File: src/rtl/timer_pkg.sv
// Shared types and constants for the timer channel sequencer.
package timer_pkg;

    localparam int unsigned TIMER_CNT_BW = 32;

    typedef enum logic [1:0] {
        IDLE = 2'd0,
        LOAD = 2'd1,
        RUN  = 2'd2,
        DONE = 2'd3
    } timer_state_e;

endpackage

File: src/rtl/timer_tick_sync.sv
// Two-flop synchronizer plus rising-edge detector for an asynchronous tick.
// One pulse per rising edge of i_tick; a held-high tick produces one pulse.
module timer_tick_sync (
    input  logic clk,
    input  logic rst_n,
    input  logic i_tick,
    output logic o_tick_rise
);

    logic sync1_q, sync1_d;
    logic sync2_q, sync2_d;
    logic prev_q, prev_d;

    // Next-state for the synchronizer chain and the edge-detect history flop.
    always_comb begin
        sync1_d = i_tick;
        sync2_d = sync1_q;
        prev_d  = sync2_q;
    end

    // Synchronizer and history registers.
    always_ff @(posedge clk or negedge rst_n) begin
        if (!rst_n) begin
            sync1_q <= 1'b0;
            sync2_q <= 1'b0;
            prev_q  <= 1'b0;
        end else begin
            sync1_q <= sync1_d;
            sync2_q <= sync2_d;
            prev_q  <= prev_d;
        end
    end

    assign o_tick_rise = sync2_q & ~prev_q;

endmodule

File: src/rtl/timer_ctrl.sv
// Per-channel timer sequencer: owns the count register, compare-match pulse
// and sticky interrupt. Define TIMER_CTRL_TICK_SYNC_EN to treat i_tick as
// asynchronous (synchronized and edge-detected) instead of a synchronous strobe.
module timer_ctrl
    import timer_pkg::*;
#(
    parameter int unsigned CNT_BW_p = TIMER_CNT_BW
) (
    input  logic                clk,
    input  logic                rst_n,
    input  logic                i_en,
    input  logic                i_reload,
    input  logic                i_count_up,
    input  logic                i_src_sel,
    input  logic                i_tick,
    input  logic [CNT_BW_p-1:0] i_load_value,
    input  logic [CNT_BW_p-1:0] i_compare_value,
    input  logic                i_irq_clr,
    output logic [CNT_BW_p-1:0] o_cnt_value,
    output logic                o_match,
    output logic                o_irq,
    output logic [1:0]          o_state
);

    timer_state_e        state_q, state_d;
    logic [CNT_BW_p-1:0] cnt_q, cnt_d;
    logic                match_q, match_d;
    logic                irq_q, irq_d;
    logic                tick_cond;
    logic                step;

`ifdef TIMER_CTRL_TICK_SYNC_EN
    timer_tick_sync u_tick_sync (
        .clk         (clk),
        .rst_n       (rst_n),
        .i_tick      (i_tick),
        .o_tick_rise (tick_cond)
    );
`else
    assign tick_cond = i_tick;
`endif

    assign step = i_src_sel ? tick_cond : 1'b1;

    // Next-state, count and flag logic; dropping i_en wins over any step.
    always_comb begin
        state_d = state_q;
        cnt_d   = cnt_q;
        match_d = 1'b0;
        unique case (state_q)
            IDLE: begin
                if (i_en) state_d = LOAD;
            end
            LOAD: begin
                if (!i_en) begin
                    state_d = IDLE;
                end else begin
                    cnt_d   = i_load_value;
                    state_d = RUN;
                end
            end
            RUN: begin
                if (!i_en) begin
                    state_d = IDLE;
                end else if (step) begin
                    if (cnt_q == i_compare_value) begin
                        match_d = 1'b1;
                        if (i_reload) cnt_d = i_load_value;
                        else          state_d = DONE;
                    end else if (i_count_up) begin
                        cnt_d = cnt_q + 1'b1;
                    end else begin
                        cnt_d = cnt_q - 1'b1;
                    end
                end
            end
            DONE: begin
                if (!i_en) state_d = IDLE;
            end
            default: state_d = IDLE;
        endcase
        // A match sets the interrupt even when a clear arrives in the same cycle.
        if (match_d)        irq_d = 1'b1;
        else if (i_irq_clr) irq_d = 1'b0;
        else                irq_d = irq_q;
    end

    // FSM state, count register and registered outputs.
    always_ff @(posedge clk or negedge rst_n) begin
        if (!rst_n) begin
            state_q <= IDLE;
            cnt_q   <= '0;
            match_q <= 1'b0;
            irq_q   <= 1'b0;
        end else begin
            state_q <= state_d;
            cnt_q   <= cnt_d;
            match_q <= match_d;
            irq_q   <= irq_d;
        end
    end

    assign o_cnt_value = cnt_q;
    assign o_match     = match_q;
    assign o_irq       = irq_q;
    assign o_state     = state_q;

endmodule
File: config.mk
export PLATFORM = sky130hd
export DESIGN_NAME = timer_ctrl
export DESIGN_NICKNAME = d
export VERILOG_FILES = /design/src/rtl/timer_pkg.sv /design/src/rtl/timer_tick_sync.sv /design/src/rtl/timer_ctrl.sv
export SDC_FILE = /design/constraint.sdc
export NUM_CORES = 1
export LEC_CHECK = 0
export ABC_AREA = 0
export BUFFER_PORTS_ARGS = -buffer_cell sky130_fd_sc_hd__buf_2
export CORE_MARGIN = 8
export CORE_UTILIZATION = 59
export CTS_BUF_LIST = sky130_fd_sc_hd__clkbuf_2
export CTS_CLUSTER_SIZE = 16
export DETAILED_ROUTE_END_ITERATION = 10
export GPL_TIMING_DRIVEN = 1
export HOLD_SLACK_MARGIN = 0.1
export PLACE_DENSITY = 0.89
export SETUP_SLACK_MARGIN = 0.3
export SYNTH_ARGS = -nofsm -noshare
export SYNTH_HDL_FRONTEND = slang
export SYNTH_SLANG_ARGS = --single-unit
File: constraint.sdc
create_clock -name clk -period 5.4 [get_ports clk]
set_input_delay 0.27 -clock clk [delete_from_list [all_inputs] [get_ports clk]]
set_output_delay 0.27 -clock clk [all_outputs]
set_load 0.005 [all_outputs]
==> run summary <==
For this run the aggregate overflow at the end of global routing stands at 0. The number of instances in the synthesized netlist came out at approximately 470. The vertical extent of the die came out at ~95 µm.

The worst register-to-register path begins at o_cnt_value[31]$_DFFE_PN0P_. The run finished with clean final reports. The portion of netlist area occupied by mux cells came out at 0.02860. The worst slew slack as a fraction of its limit is 0.2392. TritonCTS built the clock tree.

The slack of the worst reg-to-reg path came out at between 2000 and 2500 ps. The number of flops mapped to enable cells by yosys is 0. The upper clock frequency limit is 303.7 MHz. Setup repair after global routing left no endpoint under its margin. The total wire length came out at 12.02 mm. In this run the tool buffered the top-level ports with approximately 110 buffer cells. The arrival time of data at the critical path endpoint is ~3600 ps.

The routability-driven placement congestion ratio came out at between 0.9 and 1. The worst supply voltage drop on vdd came out at ~0.00028 V. The final count of pins violating max slew is 0. Summed over all cells, the static leakage comes to a little over 2 nW. The area added between synthesis and finish is 16.82%.

The summed instance area of the synthesized netlist is around 3700 µm². The starting utilization of the core area is 0.6170. The first routing iteration left around 200 violations.

The antenna diode count came out at 0. The xor-xnor portion of the synthesized cell area is 0.1359. The initial antenna violation count is 0. The final instance count without filler cells came out at around 640. The final setup violation count came out at 0. The area enclosed by the die boundary came out at between 9000 and 10000 µm². The remaining routing DRC violations is 0. The number of buffers added by the clock tree synthesis step came out at 5. The share of synthesized area in the top cell type comes to 0.2451. The total number of H-tree levels came out at 2. The total negative setup slack is 0 ps. The mean instance size in the synthesized netlist is 7.852 µm². The total power divided by cell area came out at ~470 nW/µm². Among all flip-flop cells after synthesis, the most frequent one is sky130_fd_sc_hd__dfrtp_1. The number of nets in the synthesized netlist is roughly 570. The total power is between 0.002 and 0.0025 W. In the final layout, the share of cells above drive strength 1 is 0.2197. The global-route wire length before repair came out at between 15 and 20 mm. The most area-hungry cell type in the Yosys netlist is sky130_fd_sc_hd__dfrtp_1. After synthesis, the largest family of logic cells by area is compound AO/OA/AOI/OAI gates. Following the worst setup path forward leads to its endpoint at o_cnt_value[15]$_DFFE_PN0P_. Yosys printed 0 warnings. Once detail routing completed, the nets flagged for antenna violations numbered 0.

The number of clock sinks is 36. Final hold analysis gives a worst-case slack of approximately 130 ps. The synthesized-area fraction occupied by adder cells is 0.1076.

The pin count of the biggest net entering global routing is 43. The number of buffers inserted to repair setup after CTS came out at 0. The post-cts repair resize count is 0.

The post-synthesis simple-gate area fraction is 0.1869. The worst setup path is of the reg -> reg kind. In this run the horizontal extent of the chip is 94.92 µm. The largest driver fanout on the critical path is 42. The maximum buffer depth of the clock tree came out at 2. The end of the worst register-to-register path is o_cnt_value[15]$_DFFE_PN0P_. The net total in the final layout came out at 671. The startpoint class of the critical path is a flop. In the finished design, the share of the clock period the worst path needs comes to 0.6098.

By area the synthesized netlist is led by sky130_fd_sc_hd__dfrtp_1 (25%), sky130_fd_sc_hd__xnor2_1 (11%), sky130_fd_sc_hd__ha_1 (10%), sky130_fd_sc_hd__a21oi_1 (7.4%), sky130_fd_sc_hd__nand2_1 (5.6%). The compound-gate portion of the synthesized area came out at 0.2591. The worst setup path is captured at a flop. Once layout is complete, the utilization of the core stands at 0.7208. The count of standard-cell rows came out at 28. The clock insertion delay at the later pin of the skew report is between 300 and 400 ps. 108 I/O pins were placed. For this run, asynchronously set or reset flops after synthesis account for 1.000.

The root buffer cell is sky130_fd_sc_hd__clkbuf_2. The most frequent standard cell in the layout excluding fill and tap cells is sky130_fd_sc_hd__buf_2. The beginning of the critical path is o_cnt_value[31]$_DFFE_PN0P_. The portion of the post-synthesis area used by sequential elements came out at 0.2451. The top cell types in the final layout, fill and taps aside, are sky130_fd_sc_hd__buf_2 (107), sky130_fd_sc_hd__nand2_1 (55), sky130_fd_sc_hd__a21oi_1 (54). Measured in cells, the most critical reg-to-reg path has a length of 10. The average vias per placed instance came out at just over 6. The via count of the first global-routing pass came out at between 3000 and 4000. Dividing the detail-routed wire length by the instance count gives between 15 and 20 µm.

The number of max-cap violations came out at 0. The time the final worst path needs with I/O delays and setup is roughly 3300 ps. The clock input transition at the sequential cells of the worst setup and hold paths came out at 200 ps. The total vias in the final route is roughly 4000. For the worst setup path, the data required time is 5700 ps.

The post-synthesis register bit count is 36. The HPWL reported at the end of detailed placement is 9.650 mm. The instance count after placement with tap cells included is between 600 and 700. On the final layout, the worst clock skew is about 18 ps.

The min-delay analysis places its worst path in the category in -> reg. The total track usage is 0.2676. The final-report hold violation count is 0. The transition time at the pin with the least slew margin came out at ~1100 ps. The iteration count of the initial detailed-routing pass came out at 4. The count of different cell masters after synthesis came out at between 50 and 60. The area inside the core boundary came out at just under 6000 µm².
-- final cells by class --
type / count / area, µm²
inverter: 16 / 60.06
tap: 75 / 93.84
clock buffer: 7 / 35.03
multi-input combinational: 399 / 2639
timing repair buffer: 110 / 560.5
sequential: 36 / 900.9
clock inverter: 1 / 3.754
fill: 520 / 1663
-- per-layer routing --
metal  share of wire  GRT usage
met1            0.41     0.3221
met2            0.47     0.4531
met3           0.078    0.05397
met4           0.037     0.1144
met5               0          0
-- flip-flops by register name, indices dropped and copies added (netlist names) --
signal	flops
o_state	2
o_irq	1
o_cnt_value	32
o_match	1
-- cell families (layout without fill, tap and decap cells) --
family                   after synthesis  after routing
flip-flops                            36             36
adder cells (fa/ha/maj)               31             31
AO/OA/AOI/OAI                        154            154
buffers and inverters                 33            134
multiplexers                          10             10
XOR/XNOR                              57             57
AND/OR/NAND/NOR                      147            147
-- cell usage after synthesis, types with 2 or more instances --
cell type and number:
sky130_fd_sc_hd__a211oi_1 5, sky130_fd_sc_hd__a21o_1 12, sky130_fd_sc_hd__a21oi_1 54, sky130_fd_sc_hd__a31oi_1 3, sky130_fd_sc_hd__and2_1 5, sky130_fd_sc_hd__and3_1 6
sky130_fd_sc_hd__buf_1 2, sky130_fd_sc_hd__buf_2 9, sky130_fd_sc_hd__clkbuf_1 6, sky130_fd_sc_hd__dfrtp_1 36, sky130_fd_sc_hd__ha_1 30, sky130_fd_sc_hd__inv_1 16
sky130_fd_sc_hd__mux2i_1 9, sky130_fd_sc_hd__nand2_1 55, sky130_fd_sc_hd__nand2b_1 5, sky130_fd_sc_hd__nand3_1 10, sky130_fd_sc_hd__nand3b_1 2, sky130_fd_sc_hd__nand4_1 11
sky130_fd_sc_hd__nor2_1 34, sky130_fd_sc_hd__nor2b_1 4, sky130_fd_sc_hd__nor3_1 7, sky130_fd_sc_hd__nor4_1 2, sky130_fd_sc_hd__o211ai_1 3, sky130_fd_sc_hd__o21a_1 4
sky130_fd_sc_hd__o21ai_0 23, sky130_fd_sc_hd__o21ai_1 28, sky130_fd_sc_hd__o21bai_1 2, sky130_fd_sc_hd__o31ai_1 2, sky130_fd_sc_hd__xnor2_1 47, sky130_fd_sc_hd__xor2_1 10
-- critical path, cell delays in order (launching register included) --
cell and delay (ps):
sky130_fd_sc_hd__dfrtp_1 490, sky130_fd_sc_hd__xnor2_1 350, sky130_fd_sc_hd__nand4_1 260, sky130_fd_sc_hd__nor4_1 230
sky130_fd_sc_hd__nand2_1 150, sky130_fd_sc_hd__o221a_4 250, sky130_fd_sc_hd__o21ai_4 750, sky130_fd_sc_hd__buf_4 420
sky130_fd_sc_hd__nor2_1 100, sky130_fd_sc_hd__a21oi_1 110, sky130_fd_sc_hd__o21ai_0 100
-- where the power goes --
group / switching [W] / total (W) / internal (W)
clock: 0.0000930 / 0.000128 / 0.0000347
sequential: 0.000162 / 0.000526 / 0.000364
combinational: 0.000758 / 0.00135 / 0.000590
total: 0.00101 / 0.00200 / 0.000989
-- worst min path at each step --
stage | startpoint | endpoint | slack [ps] | cells after the start
finish | i_load_value[17] | o_cnt_value[17]$_DFFE_PN0P_ | 130 | 3
floorplan | rst_n | o_cnt_value[0]$_DFFE_PN0P_ | -30 | 0
detailed placement | rst_n | o_state[0]$_DFFE_PN0P_ | 410 | 1
global placement | rst_n | o_state[1]$_DFFE_PN0P_ | 390 | 1
CTS | i_load_value[21] | o_cnt_value[21]$_DFFE_PN0P_ | 110 | 3
global route | i_load_value[21] | o_cnt_value[21]$_DFFE_PN0P_ | 100 | 3
-- per-stage QoR --
| stage | instance area (µm²) | worst slack [ps] |
|---|---|---|
| 2_1_floorplan | 3675 | 2564 |
| 3_3_place_gp | 4244 | 2041 |
| 3_5_place_dp | 4244 | 1923 |
| 4_1_cts | 4293 | 2164 |
| 5_1_grt | 4293 | 1954 |
| 6_report | 4293 | 2107 |
-- repair_timing --
item | CTS | global route
endpoints found under the hold margin | 36 | 0
hold buffers | 1 | 0
setup endpoints to repair | 0 | 0
Power figures use the tool's default switching activity.
